$ cat src/rtl/pixel_stream_scan.sv
// Raster-scan sequencer: walks ROW/COL over the image reader, applies a per-channel
// point operation and emits pixels on a valid/ready stream with SOF/EOL/EOF markers.
module pixel_stream_scan #(
  parameter int MAX_WIDTH  = 1080,
  parameter int MAX_HEIGHT = 1080
) (
  input  logic        i_clk,
  input  logic        i_rst,
  input  logic        i_start,
  input  logic [1:0]  i_mode,
  input  logic [7:0]  i_value,
  input  logic [11:0] i_width,
  input  logic [11:0] i_height,
  output logic [11:0] o_row,
  output logic [11:0] o_col,
  input  logic [7:0]  i_red,
  input  logic [7:0]  i_green,
  input  logic [7:0]  i_blue,
  output logic        o_valid,
  input  logic        i_ready,
  output logic [7:0]  o_r,
  output logic [7:0]  o_g,
  output logic [7:0]  o_b,
  output logic        o_sof,
  output logic        o_eol,
  output logic        o_eof,
  output logic        o_busy,
  output logic        o_done
);

  // state   | meaning
  // S_IDLE  | waiting for START, ROW/COL parked at 0
  // S_FETCH | reader data for ROW/COL is captured and processed
  // S_EMIT  | pixel presented, held until accepted
  // S_DONE  | frame finished, DONE pulse follows, ROW/COL cleared
  typedef enum logic [1:0] {S_IDLE, S_FETCH, S_EMIT, S_DONE} state_t;

  localparam logic [11:0] LP_MAX_W = 12'(MAX_WIDTH);
  localparam logic [11:0] LP_MAX_H = 12'(MAX_HEIGHT);

  state_t      r_state;
  state_t      w_state_nxt;
  logic [11:0] r_w, r_h, r_row, r_col;
  logic [1:0]  r_mode;
  logic [7:0]  r_value, r_r, r_g, r_b;
  logic        r_valid, r_sof, r_eol, r_eof, r_done;
  logic [11:0] w_w, w_h;
  logic        w_accept, w_last_col;

  assign w_w        = (i_width  > LP_MAX_W) ? LP_MAX_W : i_width;
  assign w_h        = (i_height > LP_MAX_H) ? LP_MAX_H : i_height;
  assign w_accept   = r_valid & i_ready;
  assign w_last_col = (r_col == r_w - 12'd1);

  // 9-bit intermediate keeps the carry/borrow for saturation.
  function automatic logic [7:0] f_op(input logic [1:0] m, input logic [7:0] v,
                                      input logic [7:0] x);
    logic [8:0] t;
    logic [7:0] y;
    t = 9'd0;
    y = x;
    case (m)
      2'd1: begin t = {1'b0, x} + {1'b0, v}; y = t[8] ? 8'hFF : t[7:0]; end
      2'd2: begin t = {1'b0, x} - {1'b0, v}; y = t[8] ? 8'h00 : t[7:0]; end
      2'd3: y = 8'hFF - x;
      default: y = x;
    endcase
    return y;
  endfunction

  always_ff @(posedge i_clk or posedge i_rst) begin
    if (i_rst) r_state <= S_IDLE;
    else       r_state <= w_state_nxt;
  end

  always_comb begin
    w_state_nxt = r_state;
    case (r_state)
      S_IDLE:  if (i_start) w_state_nxt = (w_w == 12'd0 || w_h == 12'd0) ? S_DONE : S_FETCH;
      S_FETCH: w_state_nxt = S_EMIT;
      S_EMIT:  if (w_accept) w_state_nxt = r_eof ? S_DONE : S_FETCH;
      S_DONE:  w_state_nxt = S_IDLE;
      default: w_state_nxt = S_IDLE;
    endcase
  end

  always_ff @(posedge i_clk or posedge i_rst) begin
    if (i_rst) begin
      r_w     <= '0;
      r_h     <= '0;
      r_mode  <= '0;
      r_value <= '0;
      r_row   <= '0;
      r_col   <= '0;
      r_r     <= '0;
      r_g     <= '0;
      r_b     <= '0;
      r_valid <= 1'b0;
      r_sof   <= 1'b0;
      r_eol   <= 1'b0;
      r_eof   <= 1'b0;
      r_done  <= 1'b0;
    end else begin
      r_done <= 1'b0;
      case (r_state)
        S_IDLE: if (i_start) begin
          r_w     <= w_w;
          r_h     <= w_h;
          r_mode  <= i_mode;
          r_value <= i_value;
          r_row   <= '0;
          r_col   <= '0;
        end
        S_FETCH: begin
          r_r     <= f_op(r_mode, r_value, i_red);
          r_g     <= f_op(r_mode, r_value, i_green);
          r_b     <= f_op(r_mode, r_value, i_blue);
          r_sof   <= (r_row == 12'd0) && (r_col == 12'd0);
          r_eol   <= w_last_col;
          r_eof   <= w_last_col && (r_row == r_h - 12'd1);
          r_valid <= 1'b1;
        end
        S_EMIT: if (w_accept) begin
          r_valid <= 1'b0;
          if (!r_eof) begin
            if (w_last_col) begin
              r_col <= '0;
              r_row <= r_row + 12'd1;
            end else begin
              r_col <= r_col + 12'd1;
            end
          end
        end
        S_DONE: begin
          r_done <= 1'b1;
          r_row  <= '0;
          r_col  <= '0;
        end
        default: ;
      endcase
    end
  end

  assign o_row   = r_row;
  assign o_col   = r_col;
  assign o_valid = r_valid;
  assign o_r     = r_r;
  assign o_g     = r_g;
  assign o_b     = r_b;
  assign o_sof   = r_sof;
  assign o_eol   = r_eol;
  assign o_eof   = r_eof;
  assign o_busy  = (r_state == S_FETCH) || (r_state == S_EMIT);
  assign o_done  = r_done;

endmodule
$ cat config.mk
export PLATFORM = sky130hd
export DESIGN_NAME = pixel_stream_scan
export DESIGN_NICKNAME = d
export VERILOG_FILES = /design/src/rtl/pixel_stream_scan.sv
export SDC_FILE = /design/constraint.sdc
export NUM_CORES = 1
export LEC_CHECK = 0
export ABC_AREA = 1
export BUFFER_PORTS_ARGS = -buffer_cell sky130_fd_sc_hd__buf_4
export CAP_MARGIN = 20
export CORE_MARGIN = 2
export CORE_UTILIZATION = 40
export DETAILED_ROUTE_END_ITERATION = 8
export GPL_ROUTABILITY_DRIVEN = 0
export PLACE_DENSITY = 0.58
export RECOVER_POWER = 50
export REMOVE_ABC_BUFFERS = 1
export SYNTH_ARGS = -nofsm -noshare
export SYNTH_HDL_FRONTEND = slang
export SYNTH_SLANG_ARGS = --single-unit
$ cat constraint.sdc
create_clock -name i_clk -period 6.5 [get_ports i_clk]
set_input_delay 0 -clock i_clk [delete_from_list [all_inputs] [get_ports i_clk]]
set_output_delay 0 -clock i_clk [all_outputs]
set_load 0.02 [all_outputs]
# == After elaboration in Yosys (flattened, before gate mapping) ==
# Index checks and enable logic that the tools add are counted.
# Widths: inputs -> output; s select.
# word_totals
input_bits,62
elab_cells,87
regBits,89
# op_classes
bitwise,1
reduce_logical,16
n_eq_ne,12
add_sub_neg,13
magnitude_cmp,2
muxes,28
# ops
op,n
$mux 12,9
$pmux 12 s3,2
$pmux 8 s3,3
$logic_not 12->1,4
$mux 8,6
$add 8x8->9,3
$sub 8x8->9,3
$add 12x1->12 const B,2
$eq 12x12->1,2
$gt 12x11->1 const B,2
$sub 12x1->12 const B,2
$sub 8x8->8 const A,3
$eq 2x2->1 const B,4
$mux 2,4
$ne 2x2->1 const B,4
$pmux 2 s4,1
$reduce_and 2->1,3
$reduce_and 5->1,1
$eq 2x1->1 const B,2
$reduce_and 4->1,1
$reduce_bool 3->1,1
$logic_and 1x1->1,2
$logic_not 2->1,1
$logic_or 1x1->1,2
other kinds (4),5

# == Longest topological paths before layout ==
# Gate-level depths: netlist of the first run.
# depth
ltp_word,7
mapped_depth,16

# == Worst setup path before layout of the first run ==
# OpenSTA, ideal clock, no wires.
# synth_timing
kind,reg-to-reg
start,reg r_value[1]
end,"reg r_r[6], in the netlist o_r[6]"
t_arrival_ns,1.969
slack_ns,4.414
period_less_slack_ns,2.086
n_path_buf,0
stages_incl_launch_ff,11
path_cell_list,dfrtp_1 > inv_1 > fa_1 > o21ai_0 > nand2_1 > nand3_1 > nand3_1 > o21ai_0 > o21ai_0 > nand2_1 > nand2_1
# synth_via
elab_chain_cells,3
word_cells_on_any_way,5
# synth_rtl
element,line_no,text
"start, declared",45,"logic [7:0] r_value, r_r, r_g, r_b;"
"start signal, assigned",110,r_value <= i_value;
$sub 8x8->9 / $add 8x8->9 (equally long branches),"64, 63",
$mux 8 (on tied branches),"64, 63",
$pmux 8 s3 (*),62,case (m)
"end signal, assigned",115,"r_r <= f_op(r_mode, r_value, i_red);"
"end, declared",45,
# Every way passes the cells marked *; elsewhere a longest branch is shown, timed or not.
# A chain may end at the register's enable or synchronous reset.

# == Final worst setup path of the first run ==
# layout_timing
start,reg r_value[3]
end,"reg r_b[1], in the netlist o_b[1]"
# layout_via
elab_chain_cells,3
word_cells_on_any_way,5
# layout_rtl
element,line_no,text
$sub 8x8->9 / $add 8x8->9 (equally long branches),"64, 63",
$mux 8 (on tied branches),"64, 63",
$pmux 8 s3 (*),62,
"end signal, assigned",117,"r_b <= f_op(r_mode, r_value, i_blue);"
"end, declared",45,
# Marks and branches as above.

==> results of run 1 <==
cells in the final DEF (no fill, tap or decap), drive strengths merged, types with 7 or more instances in the layout:
master and count:
o21bai 8, dlygate4sd3 43, a21oi 59, buf 69, ha 59, inv 145, o21ai 82, xnor2 7
nand3 79, nor3 16, nor2 106, o22ai 14, nand4 24, xor2 43, dfrtp 89, clkbuf 63
nand2 320, o211ai 7
metal layers:
metal	routed length [um]	vias to the layer above
met5	0	-
met4	373	0
li1	-	3988
met3	1043	21
met1	11430	3673
met2	10210	190
worst paths after layout:
check,to,slack (ns)
min reg2reg,o_g[2],0.48
max,o_b[1],3.85
max reg2reg,o_b[1],3.85
min,r_h[9],0.02
min in group asynchronous,o_col[6],0.28
max in group asynchronous,r_h[0],4.91
power by group through the flow:
stage / clock (W) / sequential [W] / combinational [W]
2_1_floorplan: 0 / 0.00101 / 0.00173
3_3_place_gp: 0 / 0.000963 / 0.00255
3_5_place_dp: 0 / 0.000961 / 0.00255
4_1_cts: 0.000545 / 0.000954 / 0.00259
5_1_grt: 0.000571 / 0.000983 / 0.00287
6_report: 0.000534 / 0.000956 / 0.00254
per-stage QoR:
step,cells,util,power (W)
after floorplan,1105,-,0.002741
after global placement,1484,0.4688,0.003509
after detailed placement,1484,0.4688,0.003512
after CTS,1543,0.5070,0.004088
after global routing,1545,0.4997,0.004428
final,1545,0.4997,0.004036
critical path, delay by kind of cell (launching register included):
kind	cells	cell delay (ns)
compound gates	4	0.67
fa+ha+maj	1	0.44
buf+inv	2	0.32
flops	1	0.47
simple gates	4	0.61
cell families (layout without fill, tap and decap cells):
group / count (synthesis) / in the layout / synth area share
fa+ha+maj: 65 / 65 / 0.1107
flops: 89 / 89 / 0.2873
simple gates: 562 / 562 / 0.3105
xor+xnor: 53 / 53 / 0.06520
compound gates: 190 / 190 / 0.1367
buf+inv: 177 / 326 / 0.08957
final cells by class:
| cell class | count | area, um2 | share of cell area |
|---|---|---|---|
| clock buffers | 11 | 252.7 | 0.02686 |
| clock inverters | 5 | 36.28 | 0.003856 |
| inverters | 146 | 549.3 | 0.05838 |
| multi-input cells | 870 | 4831 | 0.5134 |
| flip-flops and latches | 89 | 2227 | 0.2367 |
| well taps | 260 | 325.3 | 0.03457 |
| repair buffers | 164 | 1187 | 0.1262 |
sequential cells by signal, indices dropped and copies added, names as in the netlist:
| name | cells |
|---|---|
| o_eol | 1 |
| r_state | 2 |
| o_done | 1 |
| o_b | 8 |
| o_g | 8 |
| o_valid | 1 |
| r_w | 12 |
| o_row | 12 |
| r_value | 8 |
| o_r | 8 |
| o_col | 12 |
| o_sof | 1 |
| r_mode | 2 |
| o_eof | 1 |
| r_h | 12 |
synth_stat cells, types with 3 or more instances:
cell type	number	area, um2
nand2_1	315	1182
xnor3_1	3	67.56
o21ai_1	3	15.01
o211ai_1	7	52.55
nand2_4	3	33.78
nor2_4	3	33.78
dfrtp_1	89	2227
a22oi_1	4	30.03
buf_2	6	30.03
xnor2_1	7	61.31
o21ai_0	78	390.4
clkbuf_1	21	78.83
nand3_1	78	390.4
nand4_1	24	150.1
nor3_1	15	75.07
nor2_1	98	367.9
nor4_1	6	37.54
ha_1	59	738.2
nor2_2	5	31.28
fa_1	6	120.1
or2_2	6	37.54
o21a_1	4	30.03
o21bai_1	7	52.55
xor2_1	43	376.6
inv_1	142	533.0
o22ai_1	14	87.58
a31oi_1	6	37.54
a21oi_1	59	295.3
what timing repair did:
item	CTS	global route
hold buffers	43	0
endpoints found under the hold margin	53	0
buffers inserted	0	0
==> results.json, run 1 <==
{
  "synthDistinctLibCells": 45,
  "clk_path_buf_depth": 2,
  "antenna_found_initial": 0,
  "maxCapViolCount": 0,
  "skew_ns": 0.01073,
  "antennaDiodeCount": 0,
  "die_x_um": 143.2,
  "io_pins": 116,
  "nFillCells": 1955,
  "netlist_area_mm2": 0.007752,
  "grt_use_met1": 0.3282,
  "synth_seq_cells": 89,
  "wl_per_cell_um": 14.93,
  "cts-root-buf": "clkbuf_16",
  "rsz0062_at_grt": "false",
  "worstSkewPairLatency_ns": 0.36,
  "clock-sinks": 89,
  "grt_first_pass_wirelength_um": 37490,
  "setup_viol": 0,
  "htreeDepth": 3,
  "whs_path_depth": 4,
  "grt.total_usage": 0.2305,
  "combPwrFrac": 0.631,
  "route.detailed.drc": 0,
  "setup_ws_ns": 3.854,
  "die_area_mm2": 0.02051,
  "grt_pass1_vias": 7449,
  "worst_ir_drop_vdd_v": 0.0002150,
  "min_path_type": "input port to register",
  "cp_slowest_cell": "dfrtp_1",
  "critPathArrivalTime_ns": 2.88,
  "synth-edff-count": 0,
  "outcome": "complete, no violations",
  "p_seq_frac": 0.237,
  "r2r_start": "r_value[3]",
  "p_sw_frac": 0.5300,
  "p_int_w": 0.001897,
  "maxSlewHeadroom": 0.4100,
  "grt_max_degree": 76,
  "postRouteAntennaNets": 0,
  "start_util": 0.4117,
  "finalCriticalPeriod_ns": 2.646,
  "cts_tree": "built",
  "tightest_slew_ns": 0.8818,
  "dp_slack_ns": 3.897,
  "grt-ovfl-total": 0,
  "hpwl_um": 17120,
  "clk_pin_slew_ns": 0.07,
  "busiest_layer": "met2",
  "synthCells": 1136,
  "setup-tns-final_ns": 0,
  "crit_path_start": "r_value[3]",
  "firstDrtPassIters": 5,
  "via_per_inst": 5.095,
  "ys_seq_area_frac": 0.2873,
  "drive_gt1_frac": 0.08716,
  "finalHoldViolCount": 0,
  "slowest_delay_ns": 0.47,
  "die_h_um": 143.2,
  "row_count": 50,
  "start_kind": "register",
  "critical_path_class": "register to register",
  "met2_usage": 0.3694,
  "p_leak_nw": 4.697,
  "syn_area_per_cell_um2": 6.824,
  "fin_crit_sh": 0.4071,
  "power.clock.fraction": 0.132,
  "whs_ns": 0.01973,
  "ctsResizeCount": 0,
  "nets": 1407,
  "port_buffers": 115,
  "drtIter0Drc": 512,
  "gr-usage-met3": 0.02482,
  "numCtsBuffers": 9,
  "crit_path_end_kind": "register",
  "placed_area_mm2": 0.008827,
  "reg2reg_depth": 11,
  "max_freq_mhz": 377.9,
  "hp-start": "i_height[10]",
  "ys.flop_type": "dfrtp_1",
  "area_growth_pct": 21.37,
  "drv_slew": 0,
  "required_ns": 6.73,
  "core_mm2": 0.01883,
  "wl_um": 23060,
  "via_count": 7872,
  "async_flop_share": 1.000,
  "final_cell_area_mm2": 0.009409,
  "p_per_area_mw_per_mm2": 428.9,
  "power.switching_w": 0.002139,
  "path_max_fanout": 7,
  "yosys_warnings": 0,
  "path_cells": "inv_1 > ha_1 > inv_1 > a21oi_1 > o21ai_1 > nand4_1 > nand2_1 > nor2_1 > a21oi_1 > o21ai_0 > nand2_1"
}
No activity file was read; power rests on OpenSTA's default activity.
==> run 2, diff against run 1 <==
--- a/config.mk
+++ b/config.mk
@@ -5,14 +5,14 @@
 export SDC_FILE = /design/constraint.sdc
 export NUM_CORES = 1
 export LEC_CHECK = 0
-export ABC_AREA = 1
+export ABC_AREA = 0
 export BUFFER_PORTS_ARGS = -buffer_cell sky130_fd_sc_hd__buf_4
 export CAP_MARGIN = 20
 export CORE_MARGIN = 2
 export CORE_UTILIZATION = 40
 export DETAILED_ROUTE_END_ITERATION = 8
 export GPL_ROUTABILITY_DRIVEN = 0
-export PLACE_DENSITY = 0.58
+export PLACE_DENSITY = 0.61
 export RECOVER_POWER = 50
 export REMOVE_ABC_BUFFERS = 1
 export SYNTH_ARGS = -nofsm -noshare
==> constraint.sdc (replaced) <==
create_clock -name i_clk -period 2.2 [get_ports i_clk]
set_input_delay 0 -clock i_clk [delete_from_list [all_inputs] [get_ports i_clk]]
set_output_delay 0 -clock i_clk [all_outputs]
set_load 0.02 [all_outputs]
==> run 2 against run 1 <==
Compared with the run above:
- the run now ends with max-capacitance violations, negative setup slack left
- highest routed layer unchanged
- critical path type unchanged
- synthesized area decreased by 7.1%
- flip-flop and latch count unchanged
- setup slack got worse by 4.3 ns
- clock skew about the same
==> results.json, run 2 <==
{
  "port_buffers": 115,
  "maxCapViolCount": 1,
  "min_path_type": "input port to register",
  "worstSkewPairLatency_ns": 0.36,
  "drtIter0Drc": 534,
  "start_util": 0.4037,
  "finalHoldViolCount": 0,
  "synth_most_common_cell": "dfrtp_1",
  "async_flop_share": 1.000,
  "start_kind": "register",
  "yosys_warnings": 0,
  "path_max_fanout": 5,
  "antennaDiodeCount": 0,
  "clk_path_buf_depth": 2,
  "worst_ir_drop_vdd_v": 0.0007228,
  "min_delay_worst_endpoint": "o_g[6]",
  "yosys.area.top_type": "dfrtp_1",
  "worst_r2r_endpoint": "o_row[11]",
  "synthTopCellsByCount": "89 x dfrtp_1, 78 x nand2_1, 69 x nor2_1",
  "antenna_found_initial": 0,
  "violations": "max-capacitance violations, negative setup slack",
  "synth_top_family_by_area": "compound AO/OA/AOI/OAI gates",
  "grt.total_usage": 0.2498,
  "cts-root-buf": "clkbuf_16",
  "syn_area_per_cell_um2": 8.474,
  "via_per_inst": 5.543,
  "hp-start": "i_green[6]",
  "clk_pin_slew_ns": 0.07,
  "ys_seq_area_frac": 0.3092,
  "crit_path_end_kind": "register",
  "slowest_delay_ns": 0.48,
  "r2r_start": "r_w[0]",
  "finalCriticalPeriod_ns": 2.609,
  "path_cells": "inv_2 > ha_4 > or4b_4 > nor4_4 > nor3_2 > o31ai_4 > o2111ai_4 > a2111oi_4 > mux2i_1",
  "core_mm2": 0.01784,
  "synth_top_area_share": 0.3092,
  "skew_ns": 0.01107,
  "yosys.area_share.xor_xnor": 0.06688,
  "critical_path_class": "register to register",
  "cp_num_cells": 9,
  "hpwl_um": 17330,
  "synthAdderAreaFrac": 0.1192,
  "synthDistinctLibCells": 71,
  "firstDrtPassIters": 5,
  "grt_max_degree": 54,
  "wl_per_cell_um": 17.65,
  "die_x_um": 138.2,
  "max_freq_mhz": 383.2,
  "grt_pass1_vias": 7499,
  "maxSlewHeadroom": 0.01802,
  "final_cell_area_mm2": 0.01105,
  "synth-edff-count": 0,
  "cts_tree": "built",
  "row_count": 49,
  "die_area_mm2": 0.01910,
  "p_leak_nw": 4.853,
  "synthCells": 850,
  "wl_um": 24700,
  "drv_slew": 0,
  "critical-path-top-delay-family": "compound AO/OA/AOI/OAI gates",
  "cp_num_buf_inv": 1,
  "required_ns": 2.48,
  "synth_compound_area_frac": 0.2387,
  "fin_crit_sh": 1.186,
  "ys.flop_type": "dfrtp_1",
  "via_count": 7754,
  "area_growth_pct": 53.34,
  "grt_first_pass_wirelength_um": 38620,
  "tightest_slew_ns": 1.471,
  "numCtsBuffers": 9,
  "io_pins": 116,
  "clock-sinks": 89,
  "p_per_area_mw_per_mm2": 1312,
  "critPathArrivalTime_ns": 2.89,
  "whs_path_depth": 3,
  "ys_top_cells_by_area": "dfrtp_1 31%, ha_1 10%, o21ai_0 4.4%",
  "final_cell_mix": "242 x buf_4, 89 x dfrtp_1, 77 x nand2_1",
  "rsz0062_at_grt": "true",
  "reg2reg_depth": 9,
  "nets": 1292,
  "drive_gt1_frac": 0.3496,
  "synthMuxAreaShare": 0.01824,
  "synth-simple-area-share": 0.1980,
  "postRouteAntennaNets": 0,
  "grt-ovfl-total": 0,
  "mostFrequentLayoutCell": "buf_4",
  "setup_viol": 50,
  "dp_slack_ns": -0.5161,
  "htreeDepth": 3,
  "final_core_util": 0.6191,
  "placed_area_mm2": 0.009374,
  "reg2reg_slack_ns": -0.41,
  "outcome": "finished with violations",
  "synth_seq_cells": 89,
  "netlist_area_mm2": 0.007203,
  "route.detailed.drc": 0,
  "setup_ws_ns": -0.4093,
  "cp_slowest_cell": "or4b_4",
  "die_h_um": 138.2
}
## run 2: worst min-delay path, delay by kind of cell
kind / cells / cell delay [ns]
AO/OA/AOI/OAI: 2 / 0.22
buffers and inverters: 1 / 0.10
## run 2: final cells by class
type                            instances  area (um2)
Multi-Input combinational cell        669        5351
Tap cell                              229       286.5
Clock inverter                          7       87.58
Clock buffer                            9       225.2
Sequential cell                        89        2227
Fill cell                            1489        6795
Timing Repair Buffer                  341        2661
Inverter                               55       206.4
## run 2: timing repair
action / CTS / global route
endpoints found under the setup margin: 50 / 50
endpoints found under the hold margin: 74 / 0
gates resized for setup: 123 / 60
setup buffers: 19 / 15
pin swaps: 74 / 43
gates cloned: 3 / 0
hold buffers: 41 / 0
## run 2: metrics by stage
step / hold WS, ns / instances / power [W] / setup TNS, ns
floorplan: 0.1054 / 812 / 0.007443 / -23.07
global placement: 0.07286 / 1307 / 0.01095 / -16.31
detailed placement: 0.07340 / 1307 / 0.01103 / -17.42
CTS: 0.002501 / 1386 / 0.01391 / -11.03
global route: 0.03697 / 1399 / 0.01547 / -17.08
finish: 0.0001785 / 1399 / 0.01449 / -11.87
## run 2: cell families (layout without fill, tap and decap cells)
family	after synthesis	after routing
fa+ha+maj	65	65
mux	13	13
buf+inv	93	412
flops	89	89
compound gates	250	251
xor+xnor	55	55
simple gates	285	285
## run 2: where the power goes
part / internal (W) / switching [W]
sequential: 0.00217 / 0.000415
clock: 0.000915 / 0.000776
combinational: 0.00472 / 0.00550
## run 2: metal layers
metal / GRT usage / routed length (um) / vias to the layer above / part of all wire
met5: 0 / 0 / - / 0
met2: 0.4122 / 11720 / 251 / 0.47
met1: 0.3283 / 10850 / 3734 / 0.44
met4: 0.1074 / 851 / 0 / 0.034
li1: - / - / 3713 / -
met3: 0.03672 / 1272 / 56 / 0.052
## run 2: worst max-delay path by stage
stage | from | end | slack, ns
after floorplan | r_w[0] | o_row[1] | -0.70
after global placement | r_w[0] | o_row[11] | -0.48
after detailed placement | r_w[0] | o_row[5] | -0.52
after CTS | r_w[0] | o_row[5] | -0.38
after global routing | r_w[0] | o_row[11] | -0.54
final | r_w[0] | o_row[11] | -0.41
==> run 3, diff against run 2 <==
--- a/config.mk
+++ b/config.mk
@@ -6,7 +6,7 @@
 export NUM_CORES = 1
 export LEC_CHECK = 0
 export ABC_AREA = 0
-export BUFFER_PORTS_ARGS = -buffer_cell sky130_fd_sc_hd__buf_4
+export BUFFER_PORTS_ARGS = -buffer_cell sky130_fd_sc_hd__buf_2
 export CAP_MARGIN = 20
 export CORE_MARGIN = 2
 export CORE_UTILIZATION = 40
==> run 3 against run 2 <==
Compared with the run above:
- the flow finishes with violations (max-capacitance violations, max-slew violations, negative setup slack)
- routed wire length is 3.2% lower
- global-route usage is 0.39 points lower
- hold slack better by 0.016 ns
- cell count is 2.1% lower
- clock skew is 0.0020 ns higher
- combinational power is 13% lower
- critical endpoint is now o_row[0]
==> results.json, run 3 (synthesis results as in run 2) <==
{
  "outcome": "finished with violations",
  "violations": "max-capacitance violations, max-slew violations, negative setup slack",
  "critPathArrivalTime_ns": 2.95,
  "cts-root-buf": "clkbuf_16",
  "reg2reg_slack_ns": -0.49,
  "path_max_fanout": 4,
  "mostFrequentLayoutCell": "buf_4",
  "finalCriticalPeriod_ns": 2.686,
  "grt_max_degree": 42,
  "htreeDepth": 3,
  "min_delay_worst_endpoint": "o_r[7]",
  "worst_ir_drop_vdd_v": 0.0005996,
  "min_path_type": "input port to register",
  "port_buffers": 115,
  "cts_tree": "built",
  "finalHoldViolCount": 0,
  "critical_path_class": "register to register",
  "worstSkewPairLatency_ns": 0.36,
  "die_area_mm2": 0.01910,
  "start_util": 0.4037,
  "via_per_inst": 5.493,
  "clk_pin_slew_ns": 0.08,
  "drtIter0Drc": 512,
  "drv_slew": 42,
  "p_leak_nw": 4.577,
  "route.detailed.drc": 0,
  "grt_pass1_vias": 7310,
  "maxCapViolCount": 1,
  "hpwl_um": 17380,
  "grt-ovfl-total": 0,
  "die_x_um": 138.2,
  "rsz0062_at_grt": "true",
  "setup_ws_ns": -0.4863,
  "wl_um": 23920,
  "required_ns": 2.46,
  "wl_per_cell_um": 17.47,
  "area_growth_pct": 40.42,
  "placed_cells": 1301,
  "skew_ns": 0.01305,
  "maxSlewHeadroom": -0.07577,
  "antenna_found_initial": 1,
  "clock-sinks": 89,
  "whs_path_depth": 3,
  "final_cell_mix": "145 x buf_4, 88 x dfrtp_1, 84 x buf_2",
  "tightest_slew_ns": 1.612,
  "firstDrtPassIters": 8,
  "grt.total_usage": 0.2460,
  "total_power_w": 0.01309,
  "r2r_start": "r_w[0]",
  "clk_path_buf_depth": 2,
  "core_mm2": 0.01784,
  "postRouteAntennaNets": 0,
  "die_h_um": 138.2,
  "nets": 1261,
  "max_freq_mhz": 372.3,
  "crit_path_end_kind": "register",
  "io_pins": 116,
  "worst_r2r_endpoint": "o_row[0]",
  "whs_ns": 0.01631,
  "numCtsBuffers": 9,
  "start_kind": "register",
  "fin_crit_sh": 1.221,
  "grt_first_pass_wirelength_um": 38070,
  "setup_viol": 50,
  "hp-start": "i_red[7]",
  "p_per_area_mw_per_mm2": 1294,
  "final-instance-count-excl-fill": 1369,
  "drive_gt1_frac": 0.2862,
  "reg2reg_depth": 10,
  "row_count": 49,
  "via_count": 7520
}
## run 3: changes by cell type in the layout (fill, tap and decap cells not counted), sizes merged
cell         before  now
inv              60   59
clkinv            1    3
bufinv            1    0
buf             268  238
dlygate4sd3      41   38
diode             0    1
clkbuf           41   43
## run 3: power breakdown
| group | internal, W | total (W) | leakage, nW | switching, W |
|---|---|---|---|---|
| clock | 0.000816 | 0.00162 | 0.151 | 0.000800 |
| sequential | 0.00217 | 0.00260 | 1.13 | 0.000434 |
| combinational | 0.00396 | 0.00887 | 3.30 | 0.00491 |
| total | 0.00695 | 0.0131 | 4.58 | 0.00614 |
## run 3: timing repair
| action | CTS | global route |
|---|---|---|
| gates cloned | 1 | 0 |
| hold endpoints to repair | 73 | 0 |
| gates resized for setup | 28 | 52 |
| pin swaps | 13 | 15 |
| endpoints found under the setup margin | 50 | 50 |
| setup buffers | 7 | 6 |
| hold buffers | 38 | 0 |
## run 3: per-stage QoR
step | setup TNS (ns) | area [um2] | utilization | setup slack [ns]
6_report | -16.50 | 10110 | 0.5669 | -0.4863
5_1_grt | -22.09 | 10110 | 0.5669 | -0.5588
4_1_cts | -17.11 | 9915 | 0.5557 | -0.4608
3_5_place_dp | -19.75 | 9029 | 0.5061 | -0.5744
3_3_place_gp | -16.94 | 9029 | 0.5061 | -0.4886
2_1_floorplan | -23.07 | 7051 | - | -0.7034
## run 3: cell type report
| class | count | area (um2) |
|---|---|---|
| Fill cell | 1633 | 7726 |
| Multi-Input combinational cell | 669 | 4946 |
| Sequential cell | 89 | 2228 |
| Timing Repair Buffer | 310 | 2141 |
| Tap cell | 229 | 286.5 |
| Clock buffer | 9 | 225.2 |
| Inverter | 55 | 206.4 |
| Clock inverter | 7 | 78.83 |
| Antenna cell | 1 | 2.502 |
## run 3: how the worst max path moves through the flow
stage	start	end	slack [ns]	cells past startpoint
final	r_w[0]	o_row[0]	-0.49	10
after global routing	r_w[0]	o_row[5]	-0.56	9
after CTS	r_w[0]	o_row[11]	-0.46	9
after detailed placement	r_w[0]	o_row[11]	-0.57	9
after global placement	r_w[0]	o_row[7]	-0.49	9
after floorplan	r_w[0]	o_row[1]	-0.70	9
## run 3: metal layers
| layer | share of wire | up-vias | global-route usage |
|---|---|---|---|
| li1 | - | 3639 | - |
| met1 | 0.45 | 3616 | 0.3278 |
| met2 | 0.48 | 219 | 0.4153 |
| met3 | 0.042 | 46 | 0.02771 |
| met4 | 0.027 | 0 | 0.08808 |
| met5 | 0 | - | 0 |
## run 3: worst max-delay path, stage by stage, from the launching register on
cell and delay (ns):
dfrtp_1 0.40, inv_2 0.08, ha_4 0.13, or4b_4 0.48, nor4_4 0.29, nor3_2 0.09, o31ai_4 0.26, buf_4 0.19
o2111ai_4 0.14, or4_1 0.42, o21ai_0 0.11
